### config.mk
export PLATFORM = sky130hd
export DESIGN_NAME = vr_packet_arbiter
export DESIGN_NICKNAME = d
export VERILOG_FILES = /design/src/rtl/vr_packet_arbiter.sv
export SDC_FILE = /design/constraint.sdc
export NUM_CORES = 1
export LEC_CHECK = 0
export ABC_AREA = 1
export CAP_MARGIN = 0
export CORE_UTILIZATION = 32
export DETAILED_ROUTE_END_ITERATION = 7
export PLACE_DENSITY = 0.93
export SLEW_MARGIN = 20
export SYNTH_ARGS = -nofsm -noshare
export SYNTH_HDL_FRONTEND = slang
export SYNTH_SLANG_ARGS = --single-unit
### constraint.sdc
create_clock -name clk -period 3.4 [get_ports clk]
set_input_delay 0.68 -clock clk [delete_from_list [all_inputs] [get_ports clk]]
set_output_delay 0.68 -clock clk [all_outputs]
set_load 0.02 [all_outputs]
### src/rtl/vr_packet_arbiter.sv
// Packet-granular round-robin arbiter: merges NUM_SRC valid-ready packet streams
// into one stream, holding the grant from first beat until the last beat handshakes.
module vr_packet_arbiter #(
  parameter int NUM_SRC   = 4,
  parameter int DATA_W    = 32,
  parameter int MAX_BEATS = 16,
  parameter int IDX_W     = $clog2(NUM_SRC),
  parameter int CNT_W     = $clog2(MAX_BEATS) + 1
) (
  input  logic                      clk,
  input  logic                      sync_rst,
  input  logic                      en,
  input  logic [NUM_SRC*DATA_W-1:0] src_data,
  input  logic [NUM_SRC-1:0]        src_last,
  input  logic [NUM_SRC-1:0]        src_valid,
  output logic [NUM_SRC-1:0]        src_ready,
  output logic [DATA_W-1:0]         data_out,
  output logic                      data_out_last,
  output logic                      data_out_valid,
  input  logic                      data_out_ready,
  output logic [IDX_W-1:0]          grant_idx,
  output logic                      grant_active,
  output logic [CNT_W-1:0]          beat_cnt,
  output logic                      err_overlong
);

  typedef enum logic {
    IDLE,
    LOCKED
  } state_e;

  localparam logic [CNT_W-1:0] CNT_MAX      = '1;
  localparam logic [CNT_W-1:0] CNT_OVERLONG = CNT_W'(MAX_BEATS - 1);
  localparam logic [IDX_W-1:0] IDX_LAST     = IDX_W'(NUM_SRC - 1);

  state_e           state_q, state_d;
  logic [IDX_W-1:0] rr_ptr_q, rr_ptr_d;
  logic [IDX_W-1:0] grant_idx_q, grant_idx_d;
  logic [CNT_W-1:0] beat_cnt_q, beat_cnt_d;
  logic             err_q, err_d;

  logic             lock_en;
  logic             out_hs;
  logic             win_found;
  logic [IDX_W-1:0] win_idx;

  // The output mux always follows grant_idx, so source 0 is visible out of reset.
  assign data_out       = src_data[int'(grant_idx_q)*DATA_W +: DATA_W];
  assign data_out_last  = src_last[grant_idx_q];
  assign lock_en        = en && (state_q == LOCKED);
  assign data_out_valid = lock_en && src_valid[grant_idx_q];
  assign out_hs         = data_out_valid && data_out_ready;

  assign grant_idx    = grant_idx_q;
  assign grant_active = (state_q == LOCKED);
  assign beat_cnt     = beat_cnt_q;
  assign err_overlong = err_q;

  always_comb begin
    src_ready = '0;
    if (lock_en) begin
      src_ready[grant_idx_q] = data_out_ready;
    end
  end

  // Rotating priority search starting at rr_ptr.
  always_comb begin
    int unsigned cand;
    logic [IDX_W-1:0] cand_idx;
    win_found = 1'b0;
    win_idx   = '0;
    cand      = 0;
    cand_idx  = '0;
    for (int k = 0; k < NUM_SRC; k++) begin
      cand = int'(rr_ptr_q) + k;
      if (cand >= NUM_SRC) begin
        cand = cand - NUM_SRC;
      end
      cand_idx = IDX_W'(cand);
      if (!win_found && src_valid[cand_idx]) begin
        win_found = 1'b1;
        win_idx   = cand_idx;
      end
    end
  end

  always_comb begin
    // NOTE: every next-state signal gets a default here so no path through the
    // case leaves it unassigned, which would otherwise infer a latch.
    state_d     = state_q;
    rr_ptr_d    = rr_ptr_q;
    grant_idx_d = grant_idx_q;
    beat_cnt_d  = beat_cnt_q;
    err_d       = err_q;

    if (en) begin
      unique case (state_q)
        IDLE: begin
          if (win_found) begin
            grant_idx_d = win_idx;
            beat_cnt_d  = '0;
            state_d     = LOCKED;
          end
        end
        LOCKED: begin
          if (out_hs) begin
            if (beat_cnt_q != CNT_MAX) begin
              beat_cnt_d = beat_cnt_q + 1'b1;
            end
            if (!data_out_last && (beat_cnt_q == CNT_OVERLONG)) begin
              err_d = 1'b1;
            end
            if (data_out_last) begin
              state_d  = IDLE;
              rr_ptr_d = (grant_idx_q == IDX_LAST) ? '0 : grant_idx_q + 1'b1;
            end
          end
        end
        default: state_d = IDLE;
      endcase
    end
  end

  always_ff @(posedge clk) begin
    // NOTE: state registers use non-blocking assignments so every flop samples
    // the pre-edge value regardless of statement order.
    if (sync_rst) begin
      state_q     <= IDLE;
      rr_ptr_q    <= '0;
      grant_idx_q <= '0;
      beat_cnt_q  <= '0;
      err_q       <= 1'b0;
    end else begin
      state_q     <= state_d;
      rr_ptr_q    <= rr_ptr_d;
      grant_idx_q <= grant_idx_d;
      beat_cnt_q  <= beat_cnt_d;
      err_q       <= err_d;
    end
  end

endmodule
; After elaboration in Yosys (flattened, before gate mapping)
; Index checks and enable logic that the tools add are counted.
[op_classes]
addsub = 9
multipliers = 0
div = 0
order_cmp = 10
eq_ne = 6
shift = 1
mux = 36
n_bitwise = 2
n_reduce_logical = 16
[op_table]
columns = op, count
row1 = 128-bit by 8-bit variable part select with 32-bit output, 1
row2 = 2-bit 2-to-1 mux, 9
row3 = 2-bit by 3-bit less-than comparator with 1-bit output (second input constant), 5
row4 = 5-bit 2-to-1 mux, 3
row5 = 1-bit 2-to-1 mux, 14
row6 = 1-bit binary-select mux with 2-bit select, 6
row7 = 4-bit AND reduction, 3
row8 = 5-bit case mux with 2 select lines, 1
row9 = 3-bit greater-or-equal comparator (second input constant), 3
row10 = 1-bit logical AND, 8
row11 = 2-bit by 1-bit subtractor with 2-bit output (second input constant), 4
row12 = 2-bit by 2-bit adder with 3-bit output (second input constant), 2
row13 = 5-bit by 1-bit adder with 5-bit output (second input constant), 1
row14 = 5-bit by 4-bit equality test with 1-bit output (second input constant), 1
row15 = 5-bit != test (second input constant), 1
row16 = 4-bit AND, 1
row17 = 1-bit zero test, 4
row18 = 4-bit 2-to-1 mux, 1
row19 = 2-bit by 1-bit != test with 1-bit output (second input constant), 2
row20 = 2-bit by 1-bit adder with 3-bit output (second input constant), 1
row21 = 2-bit by 3-bit greater-or-equal comparator with 1-bit output (second input constant), 1
row22 = 3-bit AND reduction, 1
row23 = 2-bit by 1-bit adder with 2-bit output (second input constant), 1
row24 = 1-bit demux with 2-bit select, 1
row25 = other kinds (5), 5
[word_totals]
regBits = 11
latchBits = 0
mem_bits_rw = 0
romBits = 0
output_inout_bits = 47
elab_cells = 85
memories = 0

; Longest topological paths before layout
; Gate-level depths: netlist of run 1.
[depth]
depth_word = 16
depth_mapped = 13

; Worst setup path after synthesis of run 1
; Ideal clock, no wire load.
[synth_path]
path_type = register to output
start = register grant_idx_q[0], in the netlist grant_idx[0]
end = output src_ready[2]
arrival_ns = 1.628
required_time_ns = 2.720
path_slack_ns = 1.092
stages_incl_launch_ff = 8
path_cell_list = dfxtp_1 > buf_2 > inv_2 > buf_2 > buf_1 > ha_1 > nand2_1 > nor2_1
[synth_via]
elab_chain_cells = 6
word_cells_on_any_way = 7
[synth_rtl]
columns = item, line
row1 = "start, declared", 38  ; logic [IDX_W-1:0] grant_idx_q, grant_idx_d;
row2 = "start signal, assigned", 136  ; grant_idx_q <= grant_idx_d;
row3 = 2-bit by 3-bit less-than comparator with 1-bit output (implied by the code) / 2-bit by 1-bit greater-or-equal comparator with 1-bit output (equally long branches), 62  ; src_ready[grant_idx_q] = data_out_ready;
row4 = 1-bit logical AND (implied by the code), 62
row5 = 1-bit 2-to-1 mux (implied by the code), 62
row6 = 1-bit demux with 2-bit select *, 62
row7 = 4-bit AND (no source line) *, --
row8 = 4-bit 2-to-1 mux *, 61  ; if (lock_en) begin
row9 = "end, declared", 16  ; output logic [NUM_SRC-1:0] src_ready,
; Mark *: on every way between the ends. The rest lies on a longest branch, timed or not.

; Final worst setup path of run 1
[layout_path]
start = register grant_idx_q[0], in the netlist grant_idx[0]
end = output data_out_last
[layout_via]
elab_chain_cells = 2
[layout_rtl]
columns = item, line
row1 = 1-bit binary-select mux with 2-bit select, 49  ; assign data_out_last = src_last[grant_idx_q];
row2 = 1-bit 2-to-1 mux (implied by the code), 49
row3 = "end, declared", 18  ; output logic data_out_last,
; Every way passes these cells. The select of a mux whose other input is x is not followed.

==> flow_summary.json, run 1 <==
{
  "finalHoldViolCount": 0,
  "synth-seq-area-share_pct": 12.1,
  "syn_nets": 482,
  "vias_per_cell": 5.25,
  "cp.arrival_ns": 2.36,
  "track_usage_pct": 28.9,
  "reg2reg_depth": 6,
  "dp_hpwl_microns": 6740,
  "status": "finished, final reports clean",
  "synth_top_area_cell": "o21ai_0",
  "drt-met1-wl_microns": 3430,
  "cts_root_buf": "clkbuf_8",
  "die_h_microns": 77.3,
  "fin_area_sq_um": 3750,
  "finalWirelength_microns": 8900,
  "cts_buffer_depth": 2,
  "finalSetupViolations": 0,
  "cp_slowest_stage_delay_ns": 0.69,
  "grt_overflow_total": 0,
  "antenna_found_initial": 0,
  "wire_per_inst_microns": 15.4,
  "skew_ns": 0.00316,
  "post_cts_resized": 0,
  "routed-wl-met3_microns": 828,
  "maxCapViolCount": 0,
  "avgSynthCellArea_sq_um": 5.42,
  "nNetsFinal": 654,
  "layout-drive-gt1-share_pct": 5.73,
  "placementRows": 27,
  "port_buffers": 186,
  "synth.yosys.warnings": 0,
  "vdd_drop_max_uv": 181,
  "core_region_area_sq_um": 5470,
  "io_pins": 187,
  "die_width_microns": 77.3,
  "cts_max_level": 1,
  "cp_max_fo": 73,
  "hold_path.class": "reg2reg",
  "hp-start": "err_overlong",
  "vias": 3034,
  "clock.fmax_ghz": 0.329,
  "syn_inst": 335,
  "numCtsBuffers": 3,
  "p_leak_nw": 1.48,
  "start_util_pct": 33.2,
  "place_area_sq_um": 3700,
  "reg2reg_from": "grant_idx[0]",
  "die_area_sq_um": 5970,
  "crit_family": "buffers and inverters",
  "slew_viol_final": 0,
  "globalplace.congestion": 0.916,
  "crit_path_start_kind": "register",
  "cts_tree": "built",
  "path_buf_inv": 2,
  "post_cts_buffers": 0,
  "fin_crit_sh_pct": 89.4,
  "path_clk_slew_ns": 0.05,
  "power_density_nw_per_um2": 271,
  "crit_chain": "buf_4 > o21ai_0 > o22ai_1 > clkdlybuf4s50_1",
  "detail_route.drc_violations": 0,
  "critPathRequiredTime_ns": 2.72,
  "antennaDiodeCount": 0,
  "relSlewSlack_pct": 56.6,
  "worstSetupStartpoint": "grant_idx[0]",
  "highest_layer": "met4",
  "grt_max_degree": 74,
  "min_period_ns": 3.04,
  "worstMarginPinSlew_ns": 0.650,
  "area_growth_pct": 106,
  "grt_first_pass_wirelength_microns": 13900,
  "worstSetupPathType": "reg2out",
  "ys_ff_latch": 11,
  "critical-path-slowest-cell": "clkdlybuf4s50_1",
  "path_depth": 4,
  "cts_hold_buf": 0,
  "syn_area_sq_um": 1810,
  "synth_top_area_share_pct": 19.6,
  "grt_setup_unrepaired": "false",
  "cts.sinks": 11,
  "fin_setup_tns_ns": 0,
  "first_pass_iters": 4,
  "end_kind": "primary output",
  "ant_nets": 0,
  "yosysUniqueCellTypes": 27,
  "clock_latency_ns": 0.24,
  "wl_met2_microns": 4370,
  "drtIter0Drc": 181,
  "netlist_top_cells_area": "o21ai_0 (20%), nor2_1 (17%), dfxtp_1 (12%), o22ai_1 (11%), nand2_1 (8.3%)",
  "grt_pass1_vias": 2883,
  "hold_depth": 2
}
## Yosys cell counts
cell type / number
inv_1: 14
nand2_1: 40
nand3_2: 1
o22ai_1: 33
clkbuf_1: 17
o21ai_4: 1
nand2_2: 6
xor2_1: 1
nor2_4: 1
inv_2: 4
o21ai_1: 3
and2_4: 1
or2_0: 1
dfxtp_1: 11
nand2_4: 3
nand3_1: 11
buf_1: 1
or2_1: 1
nor2_1: 82
inv_6: 1
o21ai_0: 71
ha_1: 7
buf_2: 5
nand3b_1: 2
buf_6: 1
a21oi_1: 14
or2_2: 2
## area by class of cell
class	instances	area, sq um
Clock buffer	4	45.0
Fill cell	475	1730
Inverter	19	76.3
Multi-Input combinational cell	281	1410
Sequential cell	11	221
Tap cell	72	90.1
Timing Repair Buffer	191	1900
## flip-flops by register name, summed over array words and instances (netlist names)
| name | cells |
|---|---|
| rr_ptr_q | 2 |
| err_overlong | 1 |
| grant_idx | 2 |
| grant_active | 1 |
| beat_cnt | 5 |
## logic make-up (layout without fill, tap and decap cells)
family / Yosys count / in the layout / synth area share [%]
and+or+nand+nor: 151 / 151 / 36.1
AOI/OAI and AO/OA: 122 / 122 / 36.6
buffers and inverters: 43 / 214 / 9.93
DFF: 11 / 11 / 12.1
adders and majority gates: 7 / 7 / 4.83
xor gates and xnor gates: 1 / 1 / 0.483
## report_power, final
| part | switching [mW] | internal [mW] |
|---|---|---|
| Clock | 0.0535 | 0.0827 |
| Sequential | 0.0123 | 0.138 |
| Combinational | 0.360 | 0.370 |
| Total | 0.426 | 0.591 |
## stage by stage
step | hold slack [ns] | setup WS, ns | utilization, % | std cells | power, mW
after floorplan | 0.517 | 1.09 | - | 335 | 0.497
after CTS | 0.490 | 0.400 | 68.4 | 578 | 1.01
after detailed placement | 0.443 | 0.415 | 67.6 | 574 | 0.877
after global routing | 0.511 | 0.258 | 68.4 | 578 | 1.08
after global placement | 0.438 | 0.423 | 67.6 | 574 | 0.864
final | 0.498 | 0.360 | 68.4 | 578 | 1.02
## worst paths after layout
| check | endpoint | slack [ns] |
|---|---|---|
| max | data_out_last | 0.36 |
| min | err_overlong | 0.50 |
| max reg2reg | rr_ptr_q[1] | 1.42 |
| min reg2reg | err_overlong | 0.50 |
## tightest hold or removal path, cell delays in order, from the launching register on
cell	delay (ns)
dfxtp_1	0.33
inv_1	0.06
a21oi_1	0.06
## metal layers
metal / track usage, % / up-vias
met5: 0 / -
met4: 10.4 / 0
met3: 6.90 / 27
met2: 51.4 / 156
met1: 33.1 / 1366
li1: - / 1485
## cell usage in the layout (no fill, tap or decap), drive strengths merged
cell type / n
o21ai: 75
inv: 19
nor2: 83
ha: 7
or2: 4
and2: 1
o22ai: 33
dfxtp: 11
nand2: 49
a21oi: 14
buf: 5
nand3b: 2
xor2: 1
clkbuf: 4
clkdlybuf4s50: 186
nand3: 12
No activity file was read; power rests on OpenSTA's default activity.
==> run 2: changes to the inputs <==
--- a/config.mk
+++ b/config.mk
@@ -7,9 +7,11 @@
 export LEC_CHECK = 0
 export ABC_AREA = 1
 export CAP_MARGIN = 0
-export CORE_UTILIZATION = 32
+export CELL_PAD_IN_SITES_DETAIL_PLACEMENT = 0
+export CELL_PAD_IN_SITES_GLOBAL_PLACEMENT = 2
+export CORE_UTILIZATION = 13
 export DETAILED_ROUTE_END_ITERATION = 7
-export PLACE_DENSITY = 0.93
+export PLACE_DENSITY = 0.92
 export SLEW_MARGIN = 20
 export SYNTH_ARGS = -nofsm -noshare
 export SYNTH_HDL_FRONTEND = slang
==> flow_summary.json, run 2 (synthesis results as in run 1) <==
{
  "hold_depth": 2,
  "start_util_pct": 13.5,
  "worstMarginPinSlew_ns": 0.481,
  "die_area_sq_um": 14400,
  "reg2reg_depth": 6,
  "finalHoldViolCount": 0,
  "antenna_found_initial": 0,
  "power_density_nw_per_um2": 282,
  "crit_path_start_kind": "input port",
  "port_buffers": 186,
  "antennaDiodeCount": 0,
  "cts_hold_buf": 0,
  "p_leak_nw": 1.50,
  "grt_overflow_total": 0,
  "vias_per_cell": 4.34,
  "multi_input_area_sq_um": 1410,
  "holdPathEnd": "err_overlong",
  "slew_viol_final": 0,
  "finalSetupViolations": 0,
  "finalPower_mw": 1.11,
  "area_growth_pct": 116,
  "fillers": 1489,
  "hp-start": "err_overlong",
  "cts_root_buf": "clkbuf_16",
  "end_kind": "primary output",
  "first_pass_iters": 4,
  "final_cell_mix": "clkdlybuf4s50_1 (186), nor2_1 (82), o21ai_0 (71)",
  "wire_per_inst_microns": 13.8,
  "maxCapViolCount": 0,
  "core_region_area_sq_um": 13400,
  "finalWirelength_microns": 9440,
  "largest_register_ffs": 5,
  "layout-drive-gt1-share_pct": 5.73,
  "nNetsFinal": 654,
  "track_usage_pct": 12.8,
  "vdd_drop_max_uv": 130,
  "reg2reg_from": "grant_idx[1]",
  "post_cts_resized": 0,
  "cp_max_fo": 3,
  "path_clk_slew_ns": 0.04,
  "place_inst": 678,
  "fin_setup_tns_ns": 0,
  "grt_pass1_vias": 3000,
  "hold_path.class": "reg2reg",
  "fin_cells": 682,
  "min_period_ns": 3.01,
  "worstSetupPathType": "in2out",
  "r2r-end": "rr_ptr_q[1]",
  "post_cts_buffers": 0,
  "critPathRequiredTime_ns": 2.72,
  "clock_latency_ns": 0.24,
  "die_width_microns": 120,
  "grt_setup_unrepaired": "false",
  "ant_nets": 0,
  "relSlewSlack_pct": 67.9,
  "drtIter0Drc": 71,
  "status": "finished, final reports clean",
  "numCtsBuffers": 3,
  "grt_first_pass_wirelength_microns": 14800,
  "dp_hpwl_microns": 7390,
  "vias": 2959,
  "die_h_microns": 120,
  "grt_max_degree": 57,
  "fin_crit_sh_pct": 88.6,
  "cts_max_level": 1,
  "cp.arrival_ns": 2.33,
  "skew_ns": 0.00275,
  "cts_buffer_depth": 2,
  "detail_route.drc_violations": 0,
  "rrSetupSlack_ns": 1.56,
  "cts.sinks": 11,
  "placementRows": 42,
  "cts_tree": "built",
  "layout_commonest_cell": "clkdlybuf4s50_1",
  "regArea_sq_um": 221,
  "clock.fmax_ghz": 0.332,
  "globalplace.congestion": 0.857,
  "io_pins": 187
}
-- run 2: worst max-delay path by stage --
stage	startpoint	end	cells after the start
2_1_floorplan	grant_idx[0]	src_ready[2]	7
3_3_place_gp	src_valid[2]	data_out_valid	8
3_5_place_dp	src_valid[2]	data_out_valid	8
4_1_cts	src_valid[2]	data_out_valid	8
5_1_grt	src_valid[2]	data_out_valid	8
6_report	src_valid[2]	data_out_valid	8
-- run 2: critical path, stage by stage --
cell and delay (ns):
clkdlybuf4s50_1 0.48, inv_1 0.06, a21oi_1 0.13, o21ai_1 0.08, nand2_1 0.13, inv_2 0.08
nor2_1 0.09, clkdlybuf4s50_1 0.61
-- run 2: cell type report --
cell class	count	share of cell area (%)
clock buffers	4	2.01
well taps	176	5.61
flip-flops and latches	11	5.65
inverters	19	1.95
multi-input cells	281	36.0
repair buffers	191	48.7
-- run 2: power by group --
group	internal, mW	switching [mW]
clock network	0.157	0.0567
registers	0.139	0.0156
logic	0.373	0.363
total	0.670	0.435
-- run 2: stage by stage --
step,cell area [sq um],util (%),worst slack [ns],hold WS (ns)
floorplan,1810,-,1.09,0.517
global placement,3840,28.7,0.369,0.442
detailed placement,3840,28.7,0.377,0.445
CTS,3920,29.3,0.368,0.456
global route,3920,29.3,0.308,0.489
finish,3920,29.3,0.389,0.456
-- run 2: routing by layer --
layer  GRT usage (%)  up-vias  wire length (microns)
li1                -     1482                      -
met1            14.8     1360                   3980
met2            24.1      107                   4870
met3            1.95       10                    470
met4            3.05        0                    121
met5               0        -                      0
==> run 3: changes to the inputs <==
--- a/config.mk
+++ b/config.mk
@@ -9,9 +9,10 @@
 export CAP_MARGIN = 0
 export CELL_PAD_IN_SITES_DETAIL_PLACEMENT = 0
 export CELL_PAD_IN_SITES_GLOBAL_PLACEMENT = 2
-export CORE_UTILIZATION = 13
+export CORE_UTILIZATION = 11
+export CTS_CLUSTER_SIZE = 8
 export DETAILED_ROUTE_END_ITERATION = 7
-export PLACE_DENSITY = 0.92
+export PLACE_DENSITY = 0.84
 export SLEW_MARGIN = 20
 export SYNTH_ARGS = -nofsm -noshare
 export SYNTH_HDL_FRONTEND = slang
==> constraint.sdc (replaced) <==
create_clock -name clk -period 2.61 [get_ports clk]
set_input_delay 0.522 -clock clk [delete_from_list [all_inputs] [get_ports clk]]
set_output_delay 0.522 -clock clk [all_outputs]
set_load 0.02 [all_outputs]
==> flow_summary.json, run 3 (synthesis results as in run 1) <==
{
  "status": "finished, final reports clean",
  "finalSetupViolations": 0,
  "numCtsBuffers": 3,
  "nNetsFinal": 661,
  "post-route-util_pct": 25.4,
  "grt_first_pass_wirelength_microns": 14600,
  "io_pins": 187,
  "critPathRequiredTime_ns": 2.09,
  "crit_family": "buffers and inverters",
  "skew_ns": 0.000605,
  "cts_tree": "built",
  "start_util_pct": 11.3,
  "fin_crit_sh_pct": 96.0,
  "critical-path-slowest-cell": "clkdlybuf4s50_1",
  "fin_cells": 729,
  "p_leak_nw": 1.56,
  "largest_register_ffs": 5,
  "detail_route.drc_violations": 0,
  "placementRows": 46,
  "vdd_drop_max_uv": 205,
  "clock.fmax_ghz": 0.399,
  "path_buf_inv": 2,
  "post_cts_buffers": 0,
  "grt_setup_unrepaired": "false",
  "relSlewSlack_pct": 70.9,
  "maxCapViolCount": 0,
  "die_width_microns": 130,
  "dp_hpwl_microns": 7740,
  "worstMarginPinSlew_ns": 0.436,
  "power_density_nw_per_um2": 362,
  "antennaDiodeCount": 0,
  "first_pass_iters": 4,
  "min_period_ns": 2.50,
  "cp.arrival_ns": 1.98,
  "core_region_area_sq_um": 16000,
  "finalHoldViolCount": 0,
  "layout-drive-gt1-share_pct": 7.02,
  "path_clk_slew_ns": 0.04,
  "crit_chain": "buf_4 > o21ai_0 > o22ai_1 > clkdlybuf4s50_1",
  "worstSetupPathType": "reg2out",
  "port_buffers": 186,
  "grt_pass1_vias": 2946,
  "hold_path.class": "reg2reg",
  "end_kind": "primary output",
  "track_usage_pct": 10.9,
  "globalplace.congestion": 0.832,
  "cts.sinks": 11,
  "post_cts_resized": 3,
  "die_area_sq_um": 17000,
  "cts_buffer_depth": 2,
  "vias": 2964,
  "final_cell_mix": "clkdlybuf4s50_1 (184), nor2_1 (82), o21ai_0 (71)",
  "cts_root_buf": "clkbuf_16",
  "whs_ns": 0.453,
  "place_inst": 725,
  "cts_max_level": 1,
  "vias_per_cell": 4.07,
  "ant_nets": 0,
  "crit_path_start_kind": "register",
  "cp_slowest_stage_delay_ns": 0.65,
  "cts_hold_buf": 0,
  "antenna_found_initial": 0,
  "cp_max_fo": 33,
  "grt_overflow_total": 0,
  "clock_latency_ns": 0.23,
  "die_h_microns": 130,
  "grt_max_degree": 41,
  "wire_per_inst_microns": 13.2,
  "finalWirelength_microns": 9630,
  "layout_commonest_cell": "clkdlybuf4s50_1",
  "slew_viol_final": 0,
  "drtIter0Drc": 70,
  "area_growth_pct": 124
}
[run 3: worst min-delay path: cells and delay by family, from the launching register on]
family / cells / cell delay [ns]
flip-flops: 1 / 0.30
buffers and inverters: 1 / 0.05
AO/OA/AOI/OAI: 1 / 0.05
[run 3: per-layer routing]
| layer | vias up | track usage (%) | wire [microns] |
|---|---|---|---|
| met2 | 110 | 21.1 | 4910 |
| met3 | 8 | 1.59 | 535 |
| li1 | 1493 | - | - |
| met5 | - | 0 | 0 |
| met1 | 1353 | 12.7 | 4080 |
| met4 | 0 | 1.83 | 103 |
[run 3: area by class of cell]
class / count / area, sq um
Clock buffer: 4 / 78.8
Fill cell: 1786 / 11900
Inverter: 19 / 78.8
Multi-Input combinational cell: 281 / 1410
Sequential cell: 11 / 221
Tap cell: 216 / 270
Timing Repair Buffer: 198 / 2000
[run 3: final timing paths]
| check | from | to | cells past startpoint | slack, ns |
|---|---|---|---|---|
| max | grant_idx[0] | data_out[18] | 4 | 0.11 |
| min | err_overlong | err_overlong | 2 | 0.45 |
| max reg2reg | rr_ptr_q[0] | beat_cnt[2] | 9 | 0.92 |
| min reg2reg | err_overlong | err_overlong | 2 | 0.45 |
[run 3: stage by stage]
step / TNS (ns) / cell area [sq um] / total power, mW / setup slack, ns
finish: 0 / 4060 / 1.47 / 0.106
global route: 0 / 4060 / 1.57 / 0.00374
CTS: 0 / 4060 / 1.49 / 0.0463
detailed placement: -0.119 / 3980 / 1.20 / -0.119
global placement: -0.126 / 3980 / 1.20 / -0.126
floorplan: 0 / 1810 / 0.647 / 0.460
[run 3: power by group]
part | total (mW) | switching [mW] | internal [mW]
logic | 0.995 | 0.487 | 0.508
registers | 0.197 | 0.0156 | 0.181
clock network | 0.279 | 0.0736 | 0.205
total | 1.47 | 0.576 | 0.894
